## config.mk

```make
export PLATFORM = sky130hd
export DESIGN_NAME = set3_reverse_conv
export DESIGN_NICKNAME = d
export VERILOG_FILES = /design/src/rtl/rns_pkg.sv /design/src/rtl/set3_mod_sub.sv /design/src/rtl/set3_reverse_conv.sv
export SDC_FILE = /design/constraint.sdc
export NUM_CORES = 1
export LEC_CHECK = 0
export BUFFER_PORTS_ARGS = -buffer_cell sky130_fd_sc_hd__buf_2
export CORE_ASPECT_RATIO = 1.1
export CORE_UTILIZATION = 50
export DETAILED_ROUTE_END_ITERATION = 10
export PLACE_DENSITY_LB_ADDON = 0.1
export SLEW_MARGIN = 20
export SYNTH_ARGS = -nofsm -noshare
export SYNTH_HDL_FRONTEND = slang
export SYNTH_SLANG_ARGS = --single-unit
```

## constraint.sdc

```tcl
create_clock -name clk -period 10.6 [get_ports clk]
set_input_delay 2.12 -clock clk [delete_from_list [all_inputs] [get_ports clk]]
set_output_delay 2.12 -clock clk [all_outputs]
set_load 0.1 [all_outputs]
```

## src/rtl/rns_pkg.sv

```systemverilog
// Shared definitions for the {2^(n+1)-1, 2^n, 2^n-1} residue datapath:
// converter FSM encoding and width helpers.
package rns_pkg;

    typedef enum logic [2:0] {
        IDLE,
        S_Y,
        S_Z,
        S_X,
        DONE
    } conv_state_t;

    function automatic int w1(input int n);
        return n + 1;
    endfunction

    function automatic int wx(input int n);
        return 3 * n + 1;
    endfunction

    // Dynamic range for n = 4: 31 * 16 * 15
    localparam int N_BENCH = 4;
    localparam int M_BENCH = 7440;

endpackage

```

## src/rtl/set3_mod_sub.sv

```systemverilog
// Combinational a - b mod (2^k - 1) using end-around carry.
// Operands and result are canonical: all-ones is treated as, and mapped to, zero.
module set3_mod_sub #(
    parameter int k = 4
) (
    input  logic [k-1:0] a,
    input  logic [k-1:0] b,
    output logic [k-1:0] d
);

    logic [k-1:0] a_norm;
    logic [k-1:0] b_norm;
    logic [k:0]   sum;
    logic [k-1:0] wrapped;

    always_comb begin
        a_norm  = (a == '1) ? '0 : a;
        b_norm  = (b == '1) ? '0 : b;
        sum     = {1'b0, a_norm} + {1'b0, ~b_norm};
        // Carry-out folds back in; it cannot overflow a second time.
        wrapped = sum[k-1:0] + k'(sum[k]);
        d       = (wrapped == '1) ? '0 : wrapped;
    end

endmodule

```

## src/rtl/set3_reverse_conv.sv

```systemverilog
// Residue-to-binary converter for {2^(n+1)-1, 2^n, 2^n-1} by mixed-radix
// conversion: one residue triple in, one binary integer out, no overlap.
module set3_reverse_conv
    import rns_pkg::*;
#(
    parameter int n = 4
) (
    input  logic              clk,
    input  logic              rst_n,
    input  logic              in_valid,
    output logic              in_ready,
    input  logic [n:0]        r1,
    input  logic [n-1:0]      r2,
    input  logic [n-1:0]      r3,
    output logic              out_valid,
    input  logic              out_ready,
    output logic [3*n:0]      x
);

    localparam int W1 = w1(n);
    localparam int WX = wx(n);

    conv_state_t     state;
    conv_state_t     state_next;

    logic [W1-1:0]   r1_q;
    logic [n-1:0]    r2_q;
    logic [n-1:0]    r3_q;
    logic [n-1:0]    y3_q;
    logic [W1-1:0]   y1_q;
    logic [W1-1:0]   z_q;
    logic [WX-1:0]   x_q;

    logic [n-1:0]    y3_d;
    logic [W1-1:0]   sub_a;
    logic [W1-1:0]   sub_b;
    logic [W1-1:0]   sub_d;
    logic [W1-1:0]   sub_rot;
    logic [WX-1:0]   mix;
    logic [WX-1:0]   x_d;

    set3_mod_sub #(.k(n)) u_sub_m3 (
        .a (r3_q),
        .b (r2_q),
        .d (y3_d)
    );

    // One mod-m1 subtractor shared between S_Y (y1) and S_Z (z).
    set3_mod_sub #(.k(W1)) u_sub_m1 (
        .a (sub_a),
        .b (sub_b),
        .d (sub_d)
    );

    // Rotate-left-by-one is multiplication by 2 mod 2^(n+1)-1.
    assign sub_rot = {sub_d[W1-2:0], sub_d[W1-1]};

    always_comb begin
        sub_a = r1_q;
        sub_b = {1'b0, r2_q};
        if (state == S_Z) begin
            sub_a = {1'b0, y3_q};
            sub_b = y1_q;
        end
        mix = WX'(y3_q) + (WX'(z_q) << n) - WX'(z_q);
        x_d = WX'(r2_q) + (mix << n);
    end

    always_comb begin
        state_next = state;
        unique case (state)
            IDLE:    if (in_valid) state_next = S_Y;
            S_Y:     state_next = S_Z;
            S_Z:     state_next = S_X;
            S_X:     state_next = DONE;
            DONE:    if (out_ready) state_next = IDLE;
            default: state_next = IDLE;
        endcase
    end

    always_ff @(posedge clk) begin
        if (!rst_n) begin
            state <= IDLE;
            r1_q  <= '0;
            r2_q  <= '0;
            r3_q  <= '0;
            y3_q  <= '0;
            y1_q  <= '0;
            z_q   <= '0;
            x_q   <= '0;
        end else begin
            state <= state_next;
            unique case (state)
                IDLE: if (in_valid) begin
                    r1_q <= r1;
                    r2_q <= r2;
                    r3_q <= r3;
                end
                S_Y: begin
                    y3_q <= y3_d;
                    y1_q <= sub_rot;
                end
                S_Z:     z_q <= sub_rot;
                S_X:     x_q <= x_d;
                default: ;
            endcase
        end
    end

    assign in_ready  = (state == IDLE);
    assign out_valid = (state == DONE);
    assign x         = x_q;

endmodule

```

==> results of run 1 <==
-- metrics by stage --
step                        util  hold WS (ns)  power [mW]  cells  setup slack, ns
final                     0.5741        0.4500      0.5634    403            5.637
after global placement    0.5536        0.4363      0.4388    396            5.811
after CTS                 0.5741        0.4529      0.5661    403            5.613
after floorplan                -        0.4357      0.3970    322            5.774
after global routing      0.5741        0.4638      0.6091    403            5.156
after detailed placement  0.5536        0.4432      0.4417    396            5.634
-- layout by cell type (no fill, tap or decap), types with 10 or more instances in the layout --
master | Yosys | routed
nand2_1 | 51 | 51
xnor2_1 | 10 | 10
a21oi_1 | 26 | 26
o21ai_0 | 10 | 10
dfxtp_1 | 43 | 43
nand3_1 | 15 | 15
inv_1 | 20 | 20
ha_1 | 18 | 18
nor2_1 | 22 | 22
buf_2 | 3 | 31
-- per-layer routing --
| layer | vias to the layer above | routed length [um] | global-route usage |
|---|---|---|---|
| met3 | 4 | 129 | 0.03506 |
| li1 | 1165 | - | - |
| met2 | 28 | 2653 | 0.3760 |
| met5 | - | 0 | 0 |
| met4 | 0 | 63 | 0.07200 |
| met1 | 985 | 2689 | 0.2921 |
-- sequential cells by signal, summed over array words and instances, names as in the netlist --
| name | count |
|---|---|
| r2_q | 4 |
| y1_q | 5 |
| r3_q | 4 |
| z_q | 5 |
| state | 3 |
| y3_q | 4 |
| x | 13 |
| r1_q | 5 |
-- power breakdown --
| group | switching, mW | internal [mW] | leakage, nW |
|---|---|---|---|
| Clock | 0.0545 | 0.0691 | 0.0513 |
| Sequential | 0.0179 | 0.178 | 0.350 |
| Combinational | 0.145 | 0.0991 | 0.808 |
-- cell type report --
cell class                      instances  area, um^2  area share
Clock buffer                            6       72.57     0.02528
Sequential cell                        43       860.8      0.2999
Inverter                               20       75.07     0.02616
Clock inverter                          1       30.03     0.01046
Timing Repair Buffer                   31       155.1     0.05405
Multi-Input combinational cell        244        1604      0.5589
Tap cell                               58       72.57     0.02528
-- worst max path at each step --
stage	startpoint	end	slack, ns	depth (start not counted)
6_report	state[1]	z_q[0]	5.64	19
4_1_cts	state[1]	z_q[0]	5.61	19
5_1_grt	state[1]	z_q[0]	5.16	19
2_1_floorplan	state[0]	out_valid	5.77	2
3_3_place_gp	state[1]	y1_q[0]	5.81	19
3_5_place_dp	state[1]	z_q[0]	5.63	19
-- worst max-delay path, delay by kind of cell (launching register included) --
family,cells,cell delay (ns)
adder cells (fa/ha/maj),3,0.77
multiplexers,2,0.48
AND/OR/NAND/NOR,9,2.10
XOR/XNOR,1,0.41
flip-flops,1,0.46
AO/OA/AOI/OAI,4,0.67
-- cells by family after synthesis --
family,after synthesis
DFF,43
adders and majority gates,21
muxes,10
AOI/OAI and AO/OA,66
and+or+nand+nor,133
buffers and inverters,35
xor gates and xnor gates,14
==> metrics.md, run 1 <==
| Metric | Value |
|---|---|
| Share of the synthesized area in the top cell type | `0.3297` |
| Reg2reg end | `z_q[0]` |
| Startpoint of the worst hold path | `x[0]` |
| Hold Violations, Final | `0` |
| Starting DRT DRC Count | `165` |
| Largest net degree at the start of global routing | `30` |
| Number of global-route vias before repair | `2,073` |
| Area Growth Syn to Fin | `9.918%` |
| Total via count in the routed design | `2,182` |
| Sequential-to-total area share from yosys stat | `0.3297` |
| Clock Root Buffer | `clkbuf_8` |
| Post-DP Area | `0.002768 mm^2` |
| Synthesized flop and latch total | `43` |
| Final worst path period share | `0.4682` |
| Number of library cell types mapped by synthesis | `48` |
| Power density over the cells | `196.3 mW/mm^2` |
| Maximum clock frequency | `0.2015 GHz` |
| Worst-Skew Late Latency | `0.30 ns` |
| Number of enable flip-flop cells after synthesis | `0` |
| Worst Reg2Reg Path Length in Cells | `19` |
| Synthesized area | `0.002611 mm^2` |
| Async set-reset flop share out of synthesis | `0` |
| Clk sinks | `43` |
| Initial Utilization | `0.5223` |
| Layout cells sized above 1 | `0.1246` |
| Count of pins on the block boundary | `32` |
| Mean instance size in the synthesized netlist | `8.109 um^2` |
| Count of filler cells inserted in the layout | `504` |
| Most used flip-flop cell after synthesis | `dfxtp_1` |
| Final wirelength | `5535 um` |
| CTS tree | `built` |
| Compound-cell area share of the yosys netlist | `0.1639` |
| Largest cells by area after synthesis | `dfxtp_1 (33%), ha_1 (8.6%), nand2_1 (7.3%), a21oi_1 (5.0%), mux2i_1 (3.4%)` |
| H-tree levels | `2` |
| Hold Path Stages | `2` |
| Overflow left after global routing | `0` |
| Detailed-route vias per instance | `5.414` |
| XOR/XNOR Fraction of Synth Area | `0.05271` |
| Critical Setup Path Class | `reg -> reg` |
| Kind of end point of the critical path | `flop` |
| Largest fanout of any net on the critical path | `14` |
| Routability congestion estimate | `0.8136` |
| Worst-case clock skew | `0.01134 ns` |
| Total non-filler cell area in the finished layout | `0.002870 mm^2` |
| Status | `finished clean` |
| DIE HEIGHT | `77.80 um` |
| Top-count cell post-synth | `nand2_1` |
| Post-DR wirelength/cell | `13.73 um` |
| Largest area contributor in the synthesized netlist | `dfxtp_1` |
| Post-detailed-route DRC marker count | `0` |
| Input/output buffers | `31` |
| Total clock buffers created by CTS | `5` |
| Synth warnings | `0` |
| Number of detailed-routing iterations run before antenna repair | `6` |
| Shortest clock period the worst path allows after layout | `4.963 ns` |
| Share of synthesized cell area in and, or, nand and nor gates | `0.2496` |
| Cells along the critical path | `or3b_1 -> mux2i_1 -> nor4_1 -> nor2b_1 -> nor2_1 -> ha_1 -> a21o_1 -> a21oi_4 -> nor2_1 -> o21ai_0 -> nand2b_1 -> ha_1 -> ha_1 -> xor3_1 -> nand3_2 -> nor3_1 -> mux2_2 -> or3_1 -> o21ai_1` |
| Max-Cap Viols | `0` |
| Setup repair after global routing missed its margin | `false` |
| Reg2reg start | `state[1]` |
| Combinational family with the most area after synthesis | `simple AND/OR/NAND/NOR gates` |
| Worst-path clk slew | `0.07 ns` |
| Endpoint with the worst hold slack | `x[0]` |
| Multiplexer fraction of the synthesized cell area | `0.03881` |
| Worst Path Required | `10.82 ns` |
| Cells after synthesis | `322` |
| Total count of max-transition violations in the final report | `0` |
| Final setup vio count | `0` |
| Buffer count from post-CTS setup fixing | `0` |
| Slowest cell delay on critical path | `0.65 ns` |
| Most numerous cell types in the synthesized netlist | `nand2_1 (51), dfxtp_1 (43), a21oi_1 (26)` |
| Slew of the pin with the lowest slew margin | `0.9065 ns` |
| Inserted Diodes | `0` |
| Initial antenna violation count | `0` |
| Arrival time of data at the critical path endpoint | `5.19 ns` |
| Hold_buf cts | `0` |
| Width of the die | `70.91 um` |
| Count of nets left with antenna violations after detail routing | `0` |
| Placeable Area | `0.005000 mm^2` |
| Final layout net count | `383` |
| Number of cells upsized or downsized after cts | `0` |
| Die area | `0.005516 mm^2` |
| Most prevalent standard cell on the critical path | `ha_1` |
| Leakage | `1.209 nW` |
| Post-synthesis share of cell area spent on full adders, half adders and majority gates | `0.1092` |
| Register-to-register path setup slack | `5.64 ns` |
| Slowest library cell on the worst path | `or3b_1` |
| TNS Setup | `0 ns` |
| Global-route wire length before repair | `9798 um` |
| Class of the most critical hold timing path | `reg -> reg` |
| Syn Nets | `360` |
| Number of placement rows | `27` |
| Detail Placement HPWL | `4167 um` |
| Peak supply drop | `102.8 uV` |
| Clk buf depth | `2` |
| Max-slew headroom | `0.3950` |
| GRT Total Usage | `0.2238` |
| CP startpoint kind | `flop` |
Note: power is estimated with default switching activity, not from simulation.
==> run 2, diff against run 1 <==
--- a/config.mk
+++ b/config.mk
@@ -5,6 +5,7 @@
 export SDC_FILE = /design/constraint.sdc
 export NUM_CORES = 1
 export LEC_CHECK = 0
+export ABC_AREA = 1
 export BUFFER_PORTS_ARGS = -buffer_cell sky130_fd_sc_hd__buf_2
 export CORE_ASPECT_RATIO = 1.1
 export CORE_UTILIZATION = 50
==> constraint.sdc (replaced) <==
create_clock -name clk -period 4.8 [get_ports clk]
set_input_delay 0.96 -clock clk [delete_from_list [all_inputs] [get_ports clk]]
set_output_delay 0.96 -clock clk [all_outputs]
set_load 0.1 [all_outputs]
==> run 2 against run 1 <==
  * Die area is 2.5% lower
  * Utilization is 1.4 points higher
  * Clock power is 84% higher
  * Critical endpoint is now y1_q[0]
  * Largest cell class unchanged
  * Hold slack better by 0.038 ns
  * Largest power group unchanged
==> metrics.md, run 2 <==
| Metric | Value |
|---|---|
| Clk buf depth | `2 (unchanged)` |
| Power density over the cells | `383.1 mW/mm^2 (was 196.3 mW/mm^2)` |
| Buffer count from post-CTS setup fixing | `0 (unchanged)` |
| Synth warnings | `0 (unchanged)` |
| Count of nets left with antenna violations after detail routing | `0 (unchanged)` |
| Most numerous cell types in the synthesized netlist | `nand2_1 (71), inv_1 (53), a21oi_1 (45) (was nand2_1 (51), dfxtp_1 (43), a21oi_1 (26))` |
| Global-route wire length before repair | `9818 um (was 9798 um)` |
| DIE HEIGHT | `76.83 um (was 77.80 um)` |
| Placeable Area | `0.004782 mm^2 (was 0.005000 mm^2)` |
| Detailed-route vias per instance | `5.308 (was 5.414)` |
| Peak supply drop | `194.3 uV (was 102.8 uV)` |
| Synthesized area | `0.002545 mm^2 (was 0.002611 mm^2)` |
| Overflow left after global routing | `0 (unchanged)` |
| Placed Cells incl. Taps | `443 (was 396)` |
| Input/output buffers | `31 (unchanged)` |
| Total clock buffers created by CTS | `5 (unchanged)` |
| Area Growth Syn to Fin | `10.47% (was 9.918%)` |
| Number of library cell types mapped by synthesis | `28 (was 48)` |
| Leakage | `1.422 nW (was 1.209 nW)` |
| Sequential-to-total area share from yosys stat | `0.3382 (was 0.3297)` |
| Die area | `0.005380 mm^2 (was 0.005516 mm^2)` |
| Count of filler cells inserted in the layout | `451 (was 504)` |
| Starting DRT DRC Count | `113 (was 165)` |
| GRT Max-Usage Layer | `met2 (unchanged)` |
| Number of cells upsized or downsized after cts | `0 (unchanged)` |
| Final wirelength | `5656 um (was 5535 um)` |
| Final worst path period share | `0.7845 (was 0.4682)` |
| Inserted Diodes | `0 (unchanged)` |
| Largest net degree at the start of global routing | `35 (was 30)` |
| Total count of max-transition violations in the final report | `0 (unchanged)` |
| Worst-path clk slew | `0.08 ns (was 0.07 ns)` |
| Design Power | `1.077 mW (was 0.5634 mW)` |
| GRT Total Usage | `0.2227 (was 0.2238)` |
| Cells after synthesis | `366 (was 322)` |
| Async set-reset flop share out of synthesis | `0 (unchanged)` |
| Cells along the critical path | `nor2_2 -> nand2_2 -> inv_2 -> nand2_1 -> o21ai_1 -> nand2_1 -> nor2_2 -> nand3_1 -> nand2_1 -> inv_1 -> ha_1 -> inv_1 -> nand2_1 -> nand3_1 -> inv_1 -> o21ai_0 -> nand2_1 -> ha_1 -> ha_1 -> nand3_1 -> nand4_1 -> o21ai_0 -> a21oi_1 (was or3b_1 -> mux2i_1 -> nor4_1 -> nor2b_1 -> nor2_1 -> ha_1 -> a21o_1 -> a21oi_4 -> nor2_1 -> o21ai_0 -> nand2b_1 -> ha_1 -> ha_1 -> xor3_1 -> nand3_2 -> nor3_1 -> mux2_2 -> or3_1 -> o21ai_1)` |
| Number of placement rows | `26 (was 27)` |
| Hold_buf cts | `0 (unchanged)` |
| Count of pins on the block boundary | `32 (unchanged)` |
| Detail Placement HPWL | `4296 um (was 4167 um)` |
| Critical Setup Path Class | `reg -> reg (unchanged)` |
| Largest fanout of any net on the critical path | `17 (was 14)` |
| Share of the synthesized area in the top cell type | `0.3382 (was 0.3297)` |
| Final setup vio count | `0 (unchanged)` |
| Global-route track usage on met1 | `0.2766 (was 0.2921)` |
| Hold Violations, Final | `0 (unchanged)` |
| Global routing usage on met3 | `0.04599 (was 0.03506)` |
| Largest cells by area after synthesis | `dfxtp_1 (34%), nand2_1 (10%), a21oi_1 (8.8%), ha_1 (8.8%), o21ai_0 (8.3%) (was dfxtp_1 (33%), ha_1 (8.6%), nand2_1 (7.3%), a21oi_1 (5.0%), mux2i_1 (3.4%))` |
| Final layout net count | `432 (was 383)` |
| H-tree levels | `2 (unchanged)` |
| Worst Path Required | `4.95 ns (was 10.82 ns)` |
| Number of enable flip-flop cells after synthesis | `0 (unchanged)` |
| Max-Cap Viols | `0 (unchanged)` |
| Slowest cell delay on critical path | `0.38 ns (was 0.65 ns)` |
| Number of detailed-routing iterations run before antenna repair | `5 (was 6)` |
| Number of global-route vias before repair | `2,252 (was 2,073)` |
| Mean instance size in the synthesized netlist | `6.953 um^2 (was 8.109 um^2)` |
| Post-DP Area | `0.002720 mm^2 (was 0.002768 mm^2)` |
| Class of the most critical hold timing path | `reg -> reg (unchanged)` |
| Slew of the pin with the lowest slew margin | `0.9540 ns (was 0.9065 ns)` |
| Slowest library cell on the worst path | `dfxtp_1 (was or3b_1)` |
| Post-detailed-route DRC marker count | `0 (unchanged)` |
| Post-DR wirelength/cell | `12.54 um (was 13.73 um)` |
| Fin cells | `451 (was 403)` |
| Critical path buffers and inverters | `4 (was 0)` |
| Initial antenna violation count | `0 (unchanged)` |
| Commonest non-fill, non-tap cell in the layout | `nand2_1 (unchanged)` |
| Total via count in the routed design | `2,394 (was 2,182)` |
| Global-route track usage on met2 | `0.3981 (was 0.3760)` |
| Clock Root Buffer | `clkbuf_8 (unchanged)` |
| Max-slew headroom | `0.3606 (was 0.3950)` |
| Total non-filler cell area in the finished layout | `0.002811 mm^2 (was 0.002870 mm^2)` |
| Worst-case clock skew | `0.007419 ns (was 0.01134 ns)` |
| Most prevalent standard cell on the critical path | `nand2_1 (was ha_1)` |
| CTS tree | `built (unchanged)` |
| Shortest clock period the worst path allows after layout | `3.766 ns (was 4.963 ns)` |
| Arrival time of data at the critical path endpoint | `3.92 ns (was 5.19 ns)` |
| Layout cells sized above 1 | `0.1190 (was 0.1246)` |
| Kind of end point of the critical path | `flop (unchanged)` |
| Largest area contributor in the synthesized netlist | `dfxtp_1 (unchanged)` |
| TNS Setup | `0 ns (unchanged)` |
| Initial Utilization | `0.5322 (was 0.5223)` |
| Status | `finished clean (unchanged)` |
| Routability congestion estimate | `0.8483 (was 0.8136)` |
| Synthesized flop and latch total | `43 (unchanged)` |
| Most used flip-flop cell after synthesis | `dfxtp_1 (unchanged)` |
| Largest register FFs | `13 (unchanged)` |
| Top-count cell post-synth | `nand2_1 (unchanged)` |
| Clk sinks | `43 (unchanged)` |
| Kind of cell adding the most delay to the critical path | `simple AND/OR/NAND/NOR gates (unchanged)` |
| Maximum clock frequency | `0.2656 GHz (was 0.2015 GHz)` |
| Final hold slack | `0.4877 ns (was 0.4500 ns)` |
| Syn Nets | `404 (was 360)` |
| CP startpoint kind | `flop (unchanged)` |
| Width of the die | `70.03 um (was 70.91 um)` |
| Most used cells in the layout excluding fill and tap cells | `nand2_1 (71), inv_1 (53), a21oi_1 (45) (was nand2_1 (51), dfxtp_1 (43), buf_2 (31))` |
| Worst-Skew Late Latency | `0.30 ns (about the same)` |
| Setup repair after global routing missed its margin | `false (unchanged)` |
run 2: worst register-to-register path: stages, from the launching register on:
cell	delay, ns
dfxtp_1	0.38
nor2_2	0.15
nand2_2	0.18
inv_2	0.29
nand2_1	0.09
o21ai_1	0.11
nand2_1	0.08
nor2_2	0.10
nand3_1	0.14
nand2_1	0.09
inv_1	0.04
ha_1	0.32
inv_1	0.09
nand2_1	0.05
nand3_1	0.13
inv_1	0.05
o21ai_0	0.14
nand2_1	0.07
ha_1	0.21
ha_1	0.19
nand3_1	0.15
nand4_1	0.13
o21ai_0	0.31
a21oi_1	0.11
run 2: area by class of cell:
type,instances,area [um^2],share of cell area
tap,56,70.07,0.02492
clock buffer,6,72.57,0.02581
clock inverter,2,12.51,0.004450
inverter,56,210.2,0.07477
sequential,43,860.8,0.3062
timing repair buffer,31,155.1,0.05518
multi-input combinational,257,1430,0.5087
run 2: worst paths after layout:
kind	from	endpoint	slack, ns	cells after the start
worst max-delay path	state[2]	y1_q[0]	1.03	23
worst min-delay path	r1_q[0]	r1_q[0]	0.49	2
worst max register to register	state[2]	y1_q[0]	1.03	23
worst min register to register	r1_q[0]	r1_q[0]	0.49	2
run 2: cells by family (layout without fill, tap and decap cells):
family	after synthesis	in the layout	share of synthesized area
and+or+nand+nor	133	133	0.2330
AOI/OAI and AO/OA	98	98	0.1972
buffers and inverters	66	95	0.1023
DFF	43	43	0.3383
adders and majority gates	21	21	0.1121
xor gates and xnor gates	5	5	0.01721
run 2: metrics by stage:
step | utilization | worst slack [ns]
floorplan | - | 1.689
global placement | 0.5688 | 1.245
detailed placement | 0.5688 | 1.097
CTS | 0.5866 | 1.081
global route | 0.5879 | 0.5369
finish | 0.5879 | 1.034
run 2: per-layer routing:
| metal | up-vias | routed length (um) |
|---|---|---|
| met5 | - | 0 |
| met1 | 1068 | 2685 |
| li1 | 1255 | - |
| met2 | 67 | 2700 |
| met3 | 4 | 242 |
| met4 | 0 | 28 |
run 2: power by group:
group	switching [mW]	internal, mW
Sequential	0.0218	0.387
Combinational	0.293	0.148
Clock	0.126	0.102
